==> config.mk <==
export PLATFORM = sky130hd
export DESIGN_NAME = iomem_bus_ctrl_flat
export DESIGN_NICKNAME = d
export VERILOG_FILES = /design/src/rtl/iomem_bus_ctrl_if.sv /design/src/rtl/iomem_bus_ctrl.sv /design/src/flat_wrapper.sv
export SDC_FILE = /design/constraint.sdc
export NUM_CORES = 1
export LEC_CHECK = 0
export ABC_CLOCK_PERIOD_IN_PS = 2640
export BUFFER_PORTS_ARGS = -buffer_cell sky130_fd_sc_hd__clkbuf_2
export CAP_MARGIN = 30
export CORE_ASPECT_RATIO = 1.25
export CORE_MARGIN = 3
export CORE_UTILIZATION = 25
export DETAILED_ROUTE_END_ITERATION = 10
export PLACE_DENSITY = 0.53
export SLEW_MARGIN = 20
export SYNTH_ARGS = -nofsm -noshare
export SYNTH_HDL_FRONTEND = slang
export SYNTH_SLANG_ARGS = --single-unit
export TNS_END_PERCENT = 30
==> constraint.sdc <==
create_clock -name clk -period 2.64 [get_ports clk]
set_input_delay 0.528 -clock clk [delete_from_list [all_inputs] [get_ports clk]]
set_output_delay 0.528 -clock clk [all_outputs]
set_load 0.1 [all_outputs]
==> src/rtl/iomem_bus_ctrl_if.sv <==
// Signal bundle between the picosoc iomem master port, the bus controller and up to four peripherals.
// The controller uses the slave modport; the CPU/peripheral side uses the master modport.
`timescale 1ns/1ps
interface iomem_bus_ctrl_if;
  logic         m_valid;
  logic [31:0]  m_addr;
  logic         m_ready;
  logic [31:0]  m_rdata;
  logic [3:0]   s_valid;
  logic [3:0]   s_ready;
  logic [127:0] s_rdata;
  logic         err_irq;
  logic [31:0]  err_addr;

  modport slave (
    input  m_valid, m_addr, s_ready, s_rdata,
    output m_ready, m_rdata, s_valid, err_irq, err_addr
  );

  modport master (
    output m_valid, m_addr, s_ready, s_rdata,
    input  m_ready, m_rdata, s_valid, err_irq, err_addr
  );
endinterface

==> src/rtl/iomem_bus_ctrl.sv <==
// Peripheral bus controller: decodes addr[31:24] to one of four slaves, returns ready/rdata, times out hung slaves.
// Latency 2 cycles minimum (mapped), 1 (unmapped), TIMEOUT_CYCLES+1 on timeout; the CPU stalls on m_valid until m_ready.
`timescale 1ns/1ps
module iomem_bus_ctrl #(
  parameter logic [7:0]  SEL0           = 8'h03,
  parameter logic [7:0]  SEL1           = 8'h04,
  parameter logic [7:0]  SEL2           = 8'h05,
  parameter logic [7:0]  SEL3           = 8'h07,
  parameter logic [15:0] TIMEOUT_CYCLES = 16'd1023
) (
  input logic           clk,
  input logic           resetn,
  iomem_bus_ctrl_if.slave bus
);

  typedef enum logic [1:0] {IDLE, ACCESS, DONE} state_t;

  state_t      state_q, state_d;
  logic [1:0]  sel_q, sel_d;
  logic [15:0] cnt_q, cnt_d;
  logic        m_ready_q, m_ready_d;
  logic [31:0] m_rdata_q, m_rdata_d;
  logic [3:0]  s_valid_q, s_valid_d;
  logic        err_irq_q, err_irq_d;
  logic [31:0] err_addr_q, err_addr_d;

  logic        hit;
  logic [1:0]  hit_idx;
  logic [7:0]  addr_hi;
  logic [31:0] sel_rdata;
  logic        sel_ready;
  logic        tmo;

  assign addr_hi = bus.m_addr[31:24];

  // Priority decode: lowest-index match wins when selectors overlap.
  always_comb begin
    hit     = 1'b1;
    hit_idx = 2'd0;
    if (addr_hi == SEL0) begin
      hit_idx = 2'd0;
    end else if (addr_hi == SEL1) begin
      hit_idx = 2'd1;
    end else if (addr_hi == SEL2) begin
      hit_idx = 2'd2;
    end else if (addr_hi == SEL3) begin
      hit_idx = 2'd3;
    end else begin
      hit = 1'b0;
    end
  end

  always_comb begin
    sel_rdata = 32'd0;
    case (sel_q)
      2'd0:    sel_rdata = bus.s_rdata[31:0];
      2'd1:    sel_rdata = bus.s_rdata[63:32];
      2'd2:    sel_rdata = bus.s_rdata[95:64];
      default: sel_rdata = bus.s_rdata[127:96];
    endcase
  end

  assign sel_ready = bus.s_ready[sel_q];
  assign tmo       = (cnt_q == (TIMEOUT_CYCLES - 16'd1));

  always_comb begin
    state_d    = state_q;
    sel_d      = sel_q;
    cnt_d      = cnt_q;
    m_ready_d  = 1'b0;
    m_rdata_d  = m_rdata_q;
    s_valid_d  = s_valid_q;
    err_irq_d  = 1'b0;
    err_addr_d = err_addr_q;

    case (state_q)
      IDLE: begin
        s_valid_d = 4'b0000;
        if (bus.m_valid) begin
          if (hit) begin
            sel_d     = hit_idx;
            cnt_d     = 16'd0;
            s_valid_d = 4'b0001 << hit_idx;
            state_d   = ACCESS;
          end else begin
            m_ready_d = 1'b1;
            m_rdata_d = 32'd0;
            state_d   = DONE;
          end
        end
      end

      ACCESS: begin
        cnt_d = cnt_q + 16'd1;
        // A request withdrawn mid-access is dropped silently.
        if (!bus.m_valid) begin
          s_valid_d = 4'b0000;
          state_d   = IDLE;
        end else if (sel_ready) begin
          m_ready_d = 1'b1;
          m_rdata_d = sel_rdata;
          s_valid_d = 4'b0000;
          state_d   = DONE;
        end else if (tmo) begin
          m_ready_d  = 1'b1;
          m_rdata_d  = 32'hFFFF_FFFF;
          s_valid_d  = 4'b0000;
          err_irq_d  = 1'b1;
          err_addr_d = bus.m_addr;
          state_d    = DONE;
        end
      end

      DONE: begin
        s_valid_d = 4'b0000;
        state_d   = IDLE;
      end

      default: begin
        s_valid_d = 4'b0000;
        state_d   = IDLE;
      end
    endcase
  end

  always_ff @(posedge clk or negedge resetn) begin
    if (!resetn) begin
      state_q    <= IDLE;
      sel_q      <= 2'd0;
      cnt_q      <= 16'd0;
      m_ready_q  <= 1'b0;
      m_rdata_q  <= 32'd0;
      s_valid_q  <= 4'b0000;
      err_irq_q  <= 1'b0;
      err_addr_q <= 32'd0;
    end else begin
      state_q    <= state_d;
      sel_q      <= sel_d;
      cnt_q      <= cnt_d;
      m_ready_q  <= m_ready_d;
      m_rdata_q  <= m_rdata_d;
      s_valid_q  <= s_valid_d;
      err_irq_q  <= err_irq_d;
      err_addr_q <= err_addr_d;
    end
  end

  assign bus.m_ready  = m_ready_q;
  assign bus.m_rdata  = m_rdata_q;
  assign bus.s_valid  = s_valid_q;
  assign bus.err_irq  = err_irq_q;
  assign bus.err_addr = err_addr_q;

endmodule

==> src/flat_wrapper.sv <==
// flat-port wrapper written by rule: the top's interface ports become plain ports
module iomem_bus_ctrl_flat 
#(
  parameter logic [7:0]  SEL0           = 8'h03,
  parameter logic [7:0]  SEL1           = 8'h04,
  parameter logic [7:0]  SEL2           = 8'h05,
  parameter logic [7:0]  SEL3           = 8'h07,
  parameter logic [15:0] TIMEOUT_CYCLES = 16'd1023
)
  (clk, resetn, bus_m_valid, bus_m_addr, bus_s_ready, bus_s_rdata, bus_m_ready, bus_m_rdata, bus_s_valid, bus_err_irq, bus_err_addr);
  iomem_bus_ctrl_if bus_i ();
  input logic clk;
  input logic resetn;
  input wire logic [$bits(bus_i.m_valid)-1:0] bus_m_valid;
  input wire logic [$bits(bus_i.m_addr)-1:0] bus_m_addr;
  input wire logic [$bits(bus_i.s_ready)-1:0] bus_s_ready;
  input wire logic [$bits(bus_i.s_rdata)-1:0] bus_s_rdata;
  output wire logic [$bits(bus_i.m_ready)-1:0] bus_m_ready;
  output wire logic [$bits(bus_i.m_rdata)-1:0] bus_m_rdata;
  output wire logic [$bits(bus_i.s_valid)-1:0] bus_s_valid;
  output wire logic [$bits(bus_i.err_irq)-1:0] bus_err_irq;
  output wire logic [$bits(bus_i.err_addr)-1:0] bus_err_addr;
  assign bus_i.m_valid = bus_m_valid;
  assign bus_i.m_addr = bus_m_addr;
  assign bus_i.s_ready = bus_s_ready;
  assign bus_i.s_rdata = bus_s_rdata;
  assign bus_m_ready = bus_i.m_ready;
  assign bus_m_rdata = bus_i.m_rdata;
  assign bus_s_valid = bus_i.s_valid;
  assign bus_err_irq = bus_i.err_irq;
  assign bus_err_addr = bus_i.err_addr;
  iomem_bus_ctrl #(.SEL0(SEL0), .SEL1(SEL1), .SEL2(SEL2), .SEL3(SEL3), .TIMEOUT_CYCLES(TIMEOUT_CYCLES)) u_core (.clk(clk), .resetn(resetn), .bus(bus_i));
endmodule
==> metrics <==
Flop pwr share 0.383; Core Region 18200 um^2; Setup Viol. Count Final 0; Die X 128 um; Setup CP Type reg2reg; Hold WS 0.107 ns; final WL 13900 um; required time of the critical path 2.86 ns; Starting Density 0.256; clk sinks 90; total track usage 0.131; pin count of the biggest net entering global routing 64; commonest non-fill, non-tap cell in the layout clkbuf_2; DR vias/cell 4.71; Cells after DPL 816; post-synth net total 531; sw frac 0.316; min cycle time layout 2.51 ns; Pwr per Cell Area 646 nW/um^2; # fillers 1800; Mapped Area 4660 um^2; Detailed Route Iter0 Violations 119; Worst EP arrival 2.73 ns; initial antenna violation count 0; Slew HR 0.498; Routability Congestion 0.782; final cell count without fillers 832; Resized cells post-CTS 0; total gr overflow 0; most frequent cells in the layout clkbuf_2, dfrtp_1, mux2_2, mux4_2, nand2_1; critical path capture point type flop; status finished, final reports clean; Worst setup SP type flop; Post-DP HPWL 11100 um; asr flop ratio synth 1.00; Final Cycle Share 0.952; Fmax 0.398 GHz; H-tree depth 3; CTS tree done; first-pass GRT wire length 21300 um; Pint 2.87 mW; syn_area_per_cell 12.9 um^2; Site Rows 55; Residual DRC 0; CTS Buf Count 9; Clk network pwr share 0.353; die footprint 20300 um^2; I/O Buffers 236; worst skew pair latency 0.34 ns; Hold WC Path Type in2async; Hold Violations, Final 0; # diodes 0; Layout area overhead 39.2%; Post-synth EDFFs 0; R2R Setup Slk 0.13 ns; VDD IR max 0.000328 V; Comb pwr share 0.264; nets 768; switching power 1.32 mW; Worst-path clk slew 0.07 ns; max-slew violation count 0; synthesized flop and latch total 90; setup TNS 0 ns; CP Max Fanout 33; Die Span Y 159 um; synth unique cells 42; TritonRoute pass-1 iters 4; fin area 6490 um^2; RSZ-0062 raised after global routing false; Clock Tree Root clkbuf_16; Main synth FF type dfrtp_1; Placed Area 6140 um^2; Max Cap Violations 0; I/O Pins 237; Final Skew 0.00787 ns; register area share after synthesis 0.483; Worst-Margin Slew 0.754 ns; Longest Clk Path Bufs 2; vias 3917; layout cells sized above 1 0.578; total of warnings raised by yosys 0; Routed Antenna Nets 0; post-CTS setup buffers 0; leakage 3.35 nW; vias in the first global route 4164; wire per inst 16.7 um; CTS Hold Bufs 0; Cells after Synth 362
layout make-up:
cell class              count  area (um^2)  share of cell area
well taps                 228          285              0.0439
multi-input cells         230         2230               0.343
inverters                  19         71.3              0.0110
clock buffers               9          225              0.0347
repair buffers            249         1310               0.201
flip-flops and latches     90         2250               0.347
clock inverters             7          124              0.0191
synth_stat cells (all sizes together) (2+ instances only):
| master | n | area (um^2) |
|---|---|---|
| mux2i | 5 | 50.1 |
| a22o | 3 | 26.3 |
| a21o | 3 | 22.5 |
| o21ai | 3 | 15.0 |
| nand3 | 4 | 20.0 |
| a21oi | 18 | 101 |
| mux2 | 47 | 529 |
| ha | 2 | 25.0 |
| inv | 19 | 71.3 |
| xnor2 | 9 | 78.8 |
| nor3 | 5 | 25.0 |
| mux4 | 32 | 721 |
| clkbuf | 12 | 45.0 |
| or3 | 3 | 18.8 |
| nand2 | 23 | 86.3 |
| nor2 | 17 | 63.8 |
| a2bb2oi | 17 | 149 |
| and4b | 2 | 20.0 |
| nor3b | 4 | 30.0 |
| nor4 | 7 | 43.8 |
| nand4 | 7 | 43.8 |
| or4 | 2 | 18.8 |
| nor2b | 3 | 18.8 |
| xor2 | 3 | 26.3 |
| dfrtp | 90 | 2250 |
| buf | 11 | 67.6 |
through the flow:
stage,utilization,power [mW],setup slack (ns)
after global routing,0.356,4.41,0.0185
final,0.356,4.19,0.126
after global placement,0.336,2.72,0.188
after CTS,0.356,4.26,0.120
after detailed placement,0.337,2.75,0.135
after floorplan,-,2.38,0.271
power groups by stage:
stage	clock [mW]	combinational [mW]	sequential (mW)
final	1.48	1.11	1.60
after global routing	1.60	1.19	1.62
after CTS	1.54	1.12	1.60
after detailed placement	0	1.12	1.63
after global placement	0	1.10	1.62
after floorplan	0	0.511	1.87
metal layers:
layer	global-route usage	routed length [um]	up-vias
met5	0	0	-
met3	0.0346	710	16
met2	0.230	7630	92
met4	0.0420	218	0
li1	-	-	1818
met1	0.156	5340	1991
flip-flops by register name (all words and copies together), names as in the netlist:
signal,count
u_core.sel_q,2
u_core.state_q,2
u_core.cnt_q,16
u_core.bus.err_irq,1
u_core.bus.err_addr,32
u_core.bus.m_rdata,32
u_core.bus.m_ready,1
u_core.bus.s_valid,4
cells by family (layout without fill, tap and decap cells):
family,after synthesis,after routing,share of synthesized area
adders and majority gates,2,2,0.00537
buffers and inverters,42,284,0.0395
muxes,84,84,0.279
and+or+nand+nor,85,85,0.0969
xor gates and xnor gates,12,12,0.0225
DFF,90,90,0.483
AOI/OAI and AO/OA,47,47,0.0738
worst paths after layout:
kind,startpoint,depth (start not counted),end
worst max-delay path,u_core.cnt_q[0]$_DFFE_PN0P_,7,u_core.bus.m_rdata[5]$_DFFE_PN0P_
worst min-delay path,resetn,1,u_core.bus.err_addr[12]$_DFFE_PN0P_
worst max register to register,u_core.cnt_q[0]$_DFFE_PN0P_,7,u_core.bus.m_rdata[5]$_DFFE_PN0P_
worst min register to register,u_core.bus.s_valid[2]$_DFFE_PN0P_,1,u_core.bus.s_valid[2]$_DFFE_PN0P_
max in group asynchronous,resetn,2,u_core.sel_q[0]$_DFFE_PN0P_
min in group clk,bus_m_addr[12],2,u_core.bus.err_addr[12]$_DFFE_PN0P_
critical path: stages (launching register included):
cell	delay (ns)
dfrtp_1	0.42
inv_1	0.10
ha_1	0.14
or4b_1	0.46
or4_4	0.54
a21oi_4	0.16
buf_12	0.22
mux2_2	0.36
No activity file was read; power rests on OpenSTA's default activity.
